--- config.mk ---
export PLATFORM = sky130hd
export DESIGN_NAME = rssi_cfg_ctl_flat
export DESIGN_NICKNAME = d
export VERILOG_FILES = /design/src/rtl/rssi_cfg_pkg.sv /design/src/rtl/rssi_cfg_ctl_if.sv /design/src/rtl/rssi_cfg_ctl.sv /design/src/flat_wrapper.sv
export SDC_FILE = /design/constraint.sdc
export NUM_CORES = 1
export LEC_CHECK = 0
export CORE_UTILIZATION = 50
export DETAILED_ROUTE_END_ITERATION = 8
export PLACE_DENSITY = 0.82
export SYNTH_ARGS = -nofsm -noshare
export SYNTH_HDL_FRONTEND = slang
export SYNTH_SLANG_ARGS = --single-unit
--- constraint.sdc ---
create_clock -name clk -period 5.13 [get_ports clk]
set_clock_uncertainty 0.1 [all_clocks]
set_input_delay 1.026 -clock clk [delete_from_list [all_inputs] [get_ports clk]]
set_output_delay 1.026 -clock clk [all_outputs]
set_load 0.05 [all_outputs]
--- src/rtl/rssi_cfg_pkg.sv ---
// Shared constants and state encoding for the RSSI reconfiguration controller.
package rssi_cfg_pkg;

    localparam int unsigned DEF_DELAY_CTL_WIDTH    = 7;
    localparam int unsigned DEF_RSSI_HALF_DB_WIDTH = 11;
    localparam int unsigned DEF_RST_HOLD_CYCLES    = 4;
    localparam int unsigned DEF_TIMEOUT_WIDTH      = 16;

    // Extra samples beyond delay_ctl before the delay line output is trusted.
    localparam int unsigned REFILL_MARGIN = 2;

    localparam int unsigned STATE_WIDTH = 2;

    typedef enum logic [STATE_WIDTH-1:0] {
        STABLE    = 2'd0,
        WAIT_IDLE = 2'd1,
        FLUSH     = 2'd2,
        REFILL    = 2'd3
    } cfg_state_e;

endpackage

--- src/rtl/rssi_cfg_ctl_if.sv ---
// Register-bank side of the RSSI reconfiguration controller: request fields and status readback.
interface rssi_cfg_ctl_if
    import rssi_cfg_pkg::*;
#(
    parameter int unsigned DELAY_CTL_WIDTH    = DEF_DELAY_CTL_WIDTH,
    parameter int unsigned RSSI_HALF_DB_WIDTH = DEF_RSSI_HALF_DB_WIDTH,
    parameter int unsigned TIMEOUT_WIDTH      = DEF_TIMEOUT_WIDTH
);

    logic [DELAY_CTL_WIDTH-1:0]    cfg_delay_ctl;
    logic [RSSI_HALF_DB_WIDTH-1:0] cfg_offset;
    logic                          cfg_update;
    logic [TIMEOUT_WIDTH-1:0]      idle_timeout;
    logic                          cfg_pending;
    logic                          cfg_done;
    logic                          cfg_forced;
    logic [STATE_WIDTH-1:0]        state;

    modport master (
        output cfg_delay_ctl, cfg_offset, cfg_update, idle_timeout,
        input  cfg_pending, cfg_done, cfg_forced, state
    );

    modport slave (
        input  cfg_delay_ctl, cfg_offset, cfg_update, idle_timeout,
        output cfg_pending, cfg_done, cfg_forced, state
    );

endinterface

--- src/rtl/rssi_cfg_ctl.sv ---
// Sequences delay_ctl / offset changes into the rssi block: wait for rx idle, flush the delay FIFO, refill.
// Optional forced-flush timeout in WAIT_IDLE is compiled in with RSSI_CFG_CTL_TIMEOUT_EN.
module rssi_cfg_ctl
    import rssi_cfg_pkg::*;
#(
    parameter int unsigned DELAY_CTL_WIDTH    = DEF_DELAY_CTL_WIDTH,
    parameter int unsigned RSSI_HALF_DB_WIDTH = DEF_RSSI_HALF_DB_WIDTH,
    parameter int unsigned RST_HOLD_CYCLES    = DEF_RST_HOLD_CYCLES,
    parameter int unsigned TIMEOUT_WIDTH      = DEF_TIMEOUT_WIDTH
) (
    input  logic                          clk,
    input  logic                          rstn,
    rssi_cfg_ctl_if.slave                 cfg,
    input  logic                          rx_busy,
    input  logic                          sample_tick,
    output logic [DELAY_CTL_WIDTH-1:0]    delay_ctl,
    output logic [RSSI_HALF_DB_WIDTH-1:0] rssi_half_db_offset,
    output logic                          fifo_delay_rstn,
    output logic                          rssi_stable
);

    localparam int unsigned CNT_WIDTH  = DELAY_CTL_WIDTH + 1;
    localparam int unsigned HOLD_WIDTH = (RST_HOLD_CYCLES > 1) ? $clog2(RST_HOLD_CYCLES) : 1;
    localparam logic [HOLD_WIDTH-1:0] HOLD_LOAD = HOLD_WIDTH'(RST_HOLD_CYCLES - 1);

    cfg_state_e state_q, state_d;

    logic [DELAY_CTL_WIDTH-1:0]    shadow_delay_q, shadow_delay_d;
    logic [RSSI_HALF_DB_WIDTH-1:0] shadow_offset_q, shadow_offset_d;
    logic [DELAY_CTL_WIDTH-1:0]    delay_q, delay_d;
    logic [RSSI_HALF_DB_WIDTH-1:0] offset_q, offset_d;
    logic                          pending_q, pending_d;
    logic                          fifo_rstn_q, fifo_rstn_d;
    logic                          stable_q, stable_d;
    logic                          done_q, done_d;
    logic                          forced_q, forced_d;
    logic                          init_q, init_d;
    logic [HOLD_WIDTH-1:0]         hold_q, hold_d;
    logic [CNT_WIDTH-1:0]          refill_q, refill_d;

    logic [CNT_WIDTH-1:0] refill_target;
    logic [CNT_WIDTH-1:0] refill_next;
    logic                 refill_hit;
    logic                 keep_pending;
    logic                 tmo_hit;
    logic                 flush_go;

    // Target is one bit wider than delay_ctl so the all-ones delay does not wrap.
    assign refill_target = CNT_WIDTH'(delay_q) + CNT_WIDTH'(REFILL_MARGIN);
    assign refill_next   = refill_q + CNT_WIDTH'(1);
    assign refill_hit    = sample_tick && (refill_next == refill_target);
    assign keep_pending  = pending_q || cfg.cfg_update;
    assign flush_go      = !rx_busy || tmo_hit;

`ifdef RSSI_CFG_CTL_TIMEOUT_EN
    logic [TIMEOUT_WIDTH-1:0] tmo_q;

    // Busy-cycle counter, restarted on every WAIT_IDLE entry.
    always_ff @(posedge clk) begin
        if (!rstn) begin
            tmo_q <= '0;
        end else if (state_q != WAIT_IDLE) begin
            tmo_q <= '0;
        end else if (rx_busy) begin
            tmo_q <= tmo_q + TIMEOUT_WIDTH'(1);
        end
    end

    assign tmo_hit = rx_busy && (cfg.idle_timeout != '0) && (tmo_q == cfg.idle_timeout);
`else
    logic unused_idle_timeout;

    assign tmo_hit             = 1'b0;
    assign unused_idle_timeout = ^cfg.idle_timeout;
`endif

    // State register.
    always_ff @(posedge clk) begin
        if (!rstn) begin
            state_q <= STABLE;
        end else begin
            state_q <= state_d;
        end
    end

    // Next-state logic; the first cycle after reset runs an initial refill.
    always_comb begin
        state_d = state_q;
        case (state_q)
            STABLE: begin
                if (init_q) begin
                    state_d = REFILL;
                end else if (pending_q) begin
                    state_d = WAIT_IDLE;
                end
            end
            WAIT_IDLE: begin
                if (flush_go) begin
                    state_d = FLUSH;
                end
            end
            FLUSH: begin
                if (hold_q == '0) begin
                    state_d = REFILL;
                end
            end
            REFILL: begin
                if (refill_hit) begin
                    state_d = keep_pending ? WAIT_IDLE : STABLE;
                end
            end
            default: state_d = STABLE;
        endcase
    end

    // Next values of the registered outputs, shadows and counters.
    always_comb begin
        shadow_delay_d  = shadow_delay_q;
        shadow_offset_d = shadow_offset_q;
        delay_d         = delay_q;
        offset_d        = offset_q;
        pending_d       = pending_q;
        fifo_rstn_d     = 1'b1;
        stable_d        = stable_q;
        done_d          = 1'b0;
        forced_d        = forced_q;
        init_d          = init_q;
        hold_d          = hold_q;
        refill_d        = refill_q;

        if (cfg.cfg_update) begin
            shadow_delay_d  = cfg.cfg_delay_ctl;
            shadow_offset_d = cfg.cfg_offset;
            pending_d       = 1'b1;
            forced_d        = 1'b0;
        end

        case (state_q)
            STABLE: begin
                if (init_q) begin
                    refill_d = '0;
                end
            end
            WAIT_IDLE: begin
                // Apply the pre-strobe shadows; a same-cycle strobe stays pending.
                if (flush_go) begin
                    delay_d     = shadow_delay_q;
                    offset_d    = shadow_offset_q;
                    pending_d   = cfg.cfg_update;
                    fifo_rstn_d = 1'b0;
                    stable_d    = 1'b0;
                    hold_d      = HOLD_LOAD;
                    if (tmo_hit) begin
                        forced_d = 1'b1;
                    end
                end
            end
            FLUSH: begin
                if (hold_q == '0) begin
                    refill_d = '0;
                end else begin
                    hold_d      = hold_q - HOLD_WIDTH'(1);
                    fifo_rstn_d = 1'b0;
                end
            end
            REFILL: begin
                if (sample_tick) begin
                    refill_d = refill_next;
                end
                if (refill_hit) begin
                    init_d = 1'b0;
                    if (!keep_pending) begin
                        stable_d = 1'b1;
                        done_d   = !init_q;
                    end
                end
            end
            default: ;
        endcase
    end

    // Datapath and output registers.
    always_ff @(posedge clk) begin
        if (!rstn) begin
            shadow_delay_q  <= '0;
            shadow_offset_q <= '0;
            delay_q         <= '0;
            offset_q        <= '0;
            pending_q       <= 1'b0;
            fifo_rstn_q     <= 1'b0;
            stable_q        <= 1'b0;
            done_q          <= 1'b0;
            forced_q        <= 1'b0;
            init_q          <= 1'b1;
            hold_q          <= '0;
            refill_q        <= '0;
        end else begin
            shadow_delay_q  <= shadow_delay_d;
            shadow_offset_q <= shadow_offset_d;
            delay_q         <= delay_d;
            offset_q        <= offset_d;
            pending_q       <= pending_d;
            fifo_rstn_q     <= fifo_rstn_d;
            stable_q        <= stable_d;
            done_q          <= done_d;
            forced_q        <= forced_d;
            init_q          <= init_d;
            hold_q          <= hold_d;
            refill_q        <= refill_d;
        end
    end

    assign delay_ctl           = delay_q;
    assign rssi_half_db_offset = offset_q;
    assign fifo_delay_rstn     = fifo_rstn_q;
    assign rssi_stable         = stable_q;
    assign cfg.cfg_pending     = pending_q;
    assign cfg.cfg_done        = done_q;
    assign cfg.cfg_forced      = forced_q;
    assign cfg.state           = state_q;

endmodule

--- src/flat_wrapper.sv ---
// flat-port wrapper written by rule: the top's interface ports become plain ports
module rssi_cfg_ctl_flat import rssi_cfg_pkg::*;
#(
    parameter int unsigned DELAY_CTL_WIDTH    = DEF_DELAY_CTL_WIDTH,
    parameter int unsigned RSSI_HALF_DB_WIDTH = DEF_RSSI_HALF_DB_WIDTH,
    parameter int unsigned RST_HOLD_CYCLES    = DEF_RST_HOLD_CYCLES,
    parameter int unsigned TIMEOUT_WIDTH      = DEF_TIMEOUT_WIDTH
)
  (clk, rstn, rx_busy, sample_tick, delay_ctl, rssi_half_db_offset, fifo_delay_rstn, rssi_stable, cfg_cfg_delay_ctl, cfg_cfg_offset, cfg_cfg_update, cfg_idle_timeout, cfg_cfg_pending, cfg_cfg_done, cfg_cfg_forced, cfg_state);
  rssi_cfg_ctl_if #(.DELAY_CTL_WIDTH(DELAY_CTL_WIDTH), .RSSI_HALF_DB_WIDTH(RSSI_HALF_DB_WIDTH), .TIMEOUT_WIDTH(TIMEOUT_WIDTH)) cfg_i ();
  input  logic clk;
  input  logic rstn;
  input  logic rx_busy;
  input  logic sample_tick;
  output logic [DELAY_CTL_WIDTH-1:0] delay_ctl;
  output logic [RSSI_HALF_DB_WIDTH-1:0] rssi_half_db_offset;
  output logic fifo_delay_rstn;
  output logic rssi_stable;
  input wire logic [$bits(cfg_i.cfg_delay_ctl)-1:0] cfg_cfg_delay_ctl;
  input wire logic [$bits(cfg_i.cfg_offset)-1:0] cfg_cfg_offset;
  input wire logic [$bits(cfg_i.cfg_update)-1:0] cfg_cfg_update;
  input wire logic [$bits(cfg_i.idle_timeout)-1:0] cfg_idle_timeout;
  output wire logic [$bits(cfg_i.cfg_pending)-1:0] cfg_cfg_pending;
  output wire logic [$bits(cfg_i.cfg_done)-1:0] cfg_cfg_done;
  output wire logic [$bits(cfg_i.cfg_forced)-1:0] cfg_cfg_forced;
  output wire logic [$bits(cfg_i.state)-1:0] cfg_state;
  assign cfg_i.cfg_delay_ctl = cfg_cfg_delay_ctl;
  assign cfg_i.cfg_offset = cfg_cfg_offset;
  assign cfg_i.cfg_update = cfg_cfg_update;
  assign cfg_i.idle_timeout = cfg_idle_timeout;
  assign cfg_cfg_pending = cfg_i.cfg_pending;
  assign cfg_cfg_done = cfg_i.cfg_done;
  assign cfg_cfg_forced = cfg_i.cfg_forced;
  assign cfg_state = cfg_i.state;
  rssi_cfg_ctl #(.DELAY_CTL_WIDTH(DELAY_CTL_WIDTH), .RSSI_HALF_DB_WIDTH(RSSI_HALF_DB_WIDTH), .RST_HOLD_CYCLES(RST_HOLD_CYCLES), .TIMEOUT_WIDTH(TIMEOUT_WIDTH)) u_core (.clk(clk), .rstn(rstn), .cfg(cfg_i), .rx_busy(rx_busy), .sample_tick(sample_tick), .delay_ctl(delay_ctl), .rssi_half_db_offset(rssi_half_db_offset), .fifo_delay_rstn(fifo_delay_rstn), .rssi_stable(rssi_stable));
endmodule
==> results of run 1 <==
where the power goes:
part           switching, mW  internal (mW)
logic                  0.231          0.142
clock network          0.146          0.149
registers             0.0267          0.446
metal layers:
layer	track usage	vias up	wire, µm
li1	-	1051	-
met1	0.2595	978	2347
met2	0.3795	55	2550
met3	0.05139	9	247
met4	0.06972	0	72
met5	0	-	0
how the worst min path moves through the flow:
stage                                                end  cells after the start                      startpoint
after detailed placement  u_core.rssi_half_db_offset[10]                      2  u_core.rssi_half_db_offset[10]
after global placement     u_core.rssi_half_db_offset[1]                      2       u_core.shadow_offset_q[1]
after global routing      u_core.rssi_half_db_offset[10]                      2  u_core.rssi_half_db_offset[10]
final                      u_core.rssi_half_db_offset[9]                      2   u_core.rssi_half_db_offset[9]
after floorplan                      u_core.delay_ctl[0]                      2        u_core.shadow_delay_q[0]
after CTS                  u_core.rssi_half_db_offset[0]                      2       u_core.shadow_offset_q[0]
synthesized netlist by cell type (2+ instances only):
cell type and count:
dfxtp_1 53, nand2_1 48, nor2_1 31, a21oi_1 28, mux2i_1 18, clkbuf_1 12
ha_1 8, inv_1 7, nand3_1 7, nor3_1 7, o21ai_0 6, xor2_1 6
xnor2_1 5, nand2b_1 4, o211ai_1 4, a2bb2oi_1 3, a211oi_1 2, and2_1 2
and3_1 2, buf_4 2, nand3_2 2, nor4_1 2, o211a_1 2, or3_1 2
flip-flops by register name, indices dropped and copies added (netlist names), 2 cells and up:
signal                      cells
u_core.rssi_half_db_offset     11
u_core.shadow_offset_q         11
u_core.refill_q                 8
u_core.delay_ctl                7
u_core.shadow_delay_q           7
u_core.cfg.state                2
u_core.hold_q                   2
final cells by class:
type / instances / area (µm²) / area share
clock buffer: 5 / 68.82 / 0.02249
clock inverter: 3 / 47.55 / 0.01554
inverter: 7 / 26.28 / 0.008589
multi-input combinational: 209 / 1281 / 0.4188
sequential: 53 / 1061 / 0.3468
tap: 67 / 83.83 / 0.02740
timing repair buffer: 50 / 490.5 / 0.1603
per-stage QoR:
stage	cells	setup WS [ns]	util
after floorplan	285	2.303	-
after CTS	394	2.371	0.6477
after global placement	386	2.109	0.6230
after detailed placement	386	2.131	0.6230
final	394	2.382	0.6477
after global routing	394	2.297	0.6477
kinds of logic after synthesis:
logic type / after synthesis / share of synthesized area
adders and majority gates: 8 / 0.04094
AOI/OAI and AO/OA: 54 / 0.1397
muxes: 19 / 0.07830
xor gates and xnor gates: 13 / 0.05272
and+or+nand+nor: 114 / 0.2108
other: 1 / 0.001534
buffers and inverters: 23 / 0.04196
DFF: 53 / 0.4340
==> impl_results.md, run 1 <==
- Gr ovfl total: 0
- Fill cell count: 387
- Resize count post-CTS: 0
- CP Cell Sequence: clkdlybuf4s50_1
- EDFF count, synth: 0
- Core ar.: around 4700 µm²
- Maxcap violations: 0
- Final net count: about 370
- Placed cell area: 2943 µm²
- Crit-path max FO: 6
- Critical Path Slowest Stage Cell: clkdlybuf4s50_1
- Mapped cell area: ~2400 µm²
- CTS Sinks: 53
- Vias in the first global route: 2014
- Worst r2r path cells: 7
- GP Congestion: 0.8428
- Initial antenna violation count: 0
- CP Class: flip-flop to output pin
- Hold WS: between 0.3 and 0.4 ns
- CP required: approximately 4.0 ns
- CP Capture Type: output pin
- I/O Buffers: 46
- I/O Pins: 64
- GR Util All Layers: 0.2155
- Reg2reg end: u_core.cfg.state[1]
- Leak: between 1 and 1.5 nW
- Setup crit start: u_core.delay_ctl[1]
- Final Max Tran Viols: 0
- Die X: ~70 µm
- Async SR Flop Fraction: 0
- Post-Synthesis Cells: around 290
- Worst path max stage delay: between 0.8 and 0.9 ns
- Sequential share of the synthesized area: 0.4340
- Synth area leader: dfxtp_1
- Startpoint types: flip-flop
- CP Depth: 1
- Die Ht: just over 70 µm
- Worst hold-check path type: flip-flop to flip-flop
- Final Power: around 1.1 mW
- Final-report hold violation count: 0
- Yosys warnings: 0
- Post-synthesis cell type count: between 40 and 50
- First-pass GRT wire length: 8769 µm
- TritonCTS Buffers: 5
- Cell family with most CP delay: buffers and inverters
- Area share of the largest cell type after synthesis: 0.4340
- Peak Freq: between 300 and 400 MHz
- Avg Cell Area, Syn: 8.578 µm²
- Top_reg_cell synth: dfxtp_1
- Crit path buffers/inverters: 1
- Worst VDD drop: approximately 0.00025 V
- CP endpoint: delay_ctl[1]
- Share of layout cells above drive strength 1: 0.06422
- CTS tree: done
- HPWL after detailed placement: between 3000 and 4000 µm
- Remaining DRCs: 0
- Finish-stage setup viols: 0
- Synth top area cells: dfxtp_1 (43%), mux2i_1 (7.4%), nand2_1 (7.4%), a21oi_1 (5.7%), nor2_1 (4.8%)
- Clock buffer depth: 2
- Clock latency on the worst-skew pair: 0.31 ns
- Hold buffer count at cts: 0
- Register bit total from synthesis: 53
- First-pass DRT Iterations: 4
- Power per cell area: about 370 nW/µm²
- Final min period: about 2.7 ns
- Most frequent cells in the layout: dfxtp_1 (53), nand2_1 (48), clkdlybuf4s50_1 (46), nor2_1 (31), a21oi_1 (28)
- Worst Tran Pin Value: ~0.82 ns
- Reg2Reg Setup Slack: roughly 2.4 ns
- Initial core utilization: 0.5176
- Via/cell ratio: between 5 and 6
- Status: finished, final reports clean
- WL per Instance: about 13 µm
- DRT iter0 DRCs: between 90 and 100
- Setup bufs post-CTS: 0
- Commonest non-fill, non-tap cell in the layout: dfxtp_1
- RSZ-0062 raised after global routing: false
- Ratio of final minimum period to clock period: 0.5356
- Vias: 2093
- FF-to-FF Start: u_core.refill_q[0]
- Row cnt: 25
- Clk slew on worst S/H paths: ~0.1 ns
- Largest net degree at the start of global routing: 50
- Worst EP arrival: between 1.5 and 2 ns
- Max H-tree Level: 2
- Area delta synth->final: 25.13%
- Post-Syn Nets: approximately 330
- CTS root buffer: clkbuf_8
- DRT antenna net count: 0
- Max-slew headroom: 0.4509
- Post-route cell area: roughly 3000 µm²
- N_diodes: 0
- Routed WL: approximately 5200 µm
- Die Area: roughly 5200 µm²
- Setup TNS Final: 0 ns
Note: power is estimated with default switching activity, not from simulation.
==> inputs of run 2 (changes only) <==
CORE_UTILIZATION = 44   (was 50)
PLACE_DENSITY = 0.76   (was 0.82)
clock period = 2.3 ns   (was 5.13 ns; I/O delays follow)
==> run 2 against run 1 <==
Compared with the run above: the run now ends with setup timing left; sequential cell count did not move; count of clock-buffer cells in the layout rose by 1; non-clock buffer count rose by 23; routed wire length rose by 10%; register-to-register slack got worse by 2.5 ns; sequential share of layout area fell by 2.1 points; hold slack got worse by 0.0078 ns; setup slack got worse by 2.4 ns; first-iteration DRC count fell by 5.1%; cell count rose by 6.6%; utilization fell by 1.6 points; highest routed layer unchanged.
==> impl_results.md, run 2 (synthesized netlist as in run 1, its figures left out) <==
- Clock buffer depth: 2
- Leak: 1.315 nW
- Initial core utilization: 0.4668
- CP Capture Type: flip-flop
- Final core occ: 0.6321
- Power per cell area: about 790 nW/µm²
- Largest net degree at the start of global routing: 35
- CP Cell Sequence: ha_4, xor2_2, xnor2_1, nand4_1, or4_4, o31a_1, o311a_1
- Clock latency on the worst-skew pair: between 0.3 and 0.4 ns
- Placed Cells: a little over 400
- Final Max Tran Viols: 0
- CTS root buffer: clkbuf_8
- CP Class: flip-flop to flip-flop
- DRT iter0 DRCs: slightly above 90
- Finish-stage setup viols: 1
- Violated checks: setup timing
- Reg2reg end: u_core.cfg.state[1]
- First-pass DRT Iterations: 4
- CTS Sinks: 53
- CP required: approximately 2.4 ns
- Hold buffer count at cts: 0
- First-pass GRT wire length: around 10000 µm
- Resize count post-CTS: 4
- Final min period: between 2 and 2.5 ns
- Gr ovfl total: 0
- Hold path endpoint: u_core.delay_ctl[3]
- Share of layout cells above drive strength 1: 0.1686
- Fin cells: 420
- Worst hold-check path type: flip-flop to flip-flop
- Min-Delay Path Depth: 2
- Final Power: about 2.6 mW
- Worst EP arrival: between 2 and 2.5 ns
- Peak Freq: about 430 MHz
- DRT antenna net count: 0
- TritonCTS Buffers: 5
- Routed WL: between 5000 and 6000 µm
- Final net count: slightly below 400
- HPWL after detailed placement: just over 4000 µm
- GR Util All Layers: 0.2129
- Row cnt: 26
- FF-to-FF Start: u_core.delay_ctl[1]
- Via/cell ratio: about 5.2
- Ratio of final minimum period to clock period: 1.022
- Area delta synth->final: 35.41%
- Crit-path max FO: 4
- Hold_sp: u_core.shadow_delay_q[3]
- Die Ht: around 77 µm
- Setup bufs post-CTS: 0
- Fill cell count: roughly 450
- I/O Buffers: between 40 and 50
- Final-report hold violation count: 0
- I/O Pins: 64
- Worst Slack Setup Final: -0.04989 ns
- Worst VDD drop: slightly below 0.0005 V
- Setup TNS Final: -0.04989 ns
- Clk slew on worst S/H paths: approximately 0.1 ns
- WL per Instance: around 14 µm
- Worst r2r path cells: 7
- Startpoint types: flip-flop
- Crit path buffers/inverters: 0
- Core ar.: about 5200 µm²
- N_diodes: 0
- Die Area: 5858 µm²
- Worst Tran Pin Value: approximately 0.51 ns
- Commonest non-fill, non-tap cell in the layout: nand2_1
- CTS tree: done
- Status: finished, violations left
- Maxcap violations: 0
- Critical Path Slowest Stage Cell: or4_4
- Post-route cell area: between 3000 and 4000 µm²
- Vias: around 2.2k
- Initial antenna violation count: 0
- Max-slew headroom: 0.6597
- Most frequent cells in the layout: nand2_1 (48), clkdlybuf4s50_1 (46), dfxtp_1 (43), nor2_1 (31), a21oi_1 (28)
- RSZ-0062 raised after global routing: true
- Max H-tree Level: 2
- GP Congestion: about 0.84
- Remaining DRCs: 0
- Cell family with most CP delay: compound AO/OA/AOI/OAI gates
- Placed cell area: 3162 µm²
- Die X: around 77 µm
- Worst path max stage delay: approximately 0.47 ns
- Vias in the first global route: 2202
- Reg2Reg Setup Slack: -0.05 ns
## run 2: layer usage
layer,up-vias,GRT usage,share of wire
met5,-,0,0
met4,0,0.07500,0.016
met3,10,0.05150,0.048
met2,59,0.3550,0.46
met1,1018,0.2670,0.48
li1,1107,-,-
## run 2: worst max-delay path by stage
stage / endpoint / slack (ns) / start / cells after the start
floorplan: u_core.cfg.state[1] / -0.11 / u_core.delay_ctl[1] / 8
global placement: u_core.rssi_stable / -0.11 / sample_tick / 6
detailed placement: u_core.cfg.state[1] / -0.10 / sample_tick / 5
CTS: u_core.cfg.state[1] / -0.04 / u_core.delay_ctl[1] / 7
global route: u_core.cfg.state[1] / -0.08 / u_core.delay_ctl[1] / 7
finish: u_core.cfg.state[1] / -0.05 / u_core.delay_ctl[1] / 7
## run 2: worst register-to-register path: stages, from the launching register on
cell and delay, ns:
dfxtp_4 0.36, ha_4 0.27, xor2_2 0.15, xnor2_1 0.15, nand4_1 0.13, or4_4 0.47
o31a_1 0.29, o311a_1 0.33
## run 2: cell type report
type	instances	area [µm²]	area share
multi-input combinational	209	1331	0.4021
sequential	53	1079	0.3258
timing repair buffer	73	675.6	0.2041
tap	70	87.58	0.02645
clock buffer	6	72.57	0.02192
clock inverter	2	38.79	0.01172
inverter	7	26.28	0.007936
## run 2: metrics by stage
stage	hold WS, ns	setup WS [ns]
final	0.3518	-0.04989
after global routing	0.3734	-0.08012
after CTS	0.3498	-0.03600
after detailed placement	0.3325	-0.1018
after global placement	0.3314	-0.1062
after floorplan	0.3209	-0.1125
## run 2: where the power goes
| group | total, mW | switching (mW) | internal (mW) | leakage [nW] |
|---|---|---|---|---|
| clock | 0.645 | 0.315 | 0.329 | 0.0558 |
| sequential | 1.06 | 0.0581 | 0.999 | 0.438 |
| combinational | 0.911 | 0.545 | 0.365 | 0.821 |
==> inputs of run 3 (changes only) <==
GPL_TIMING_DRIVEN = 1   (was unset)
==> results of run 3 <==
No change in the layout: final DEF, timing and power equal those of run 2.
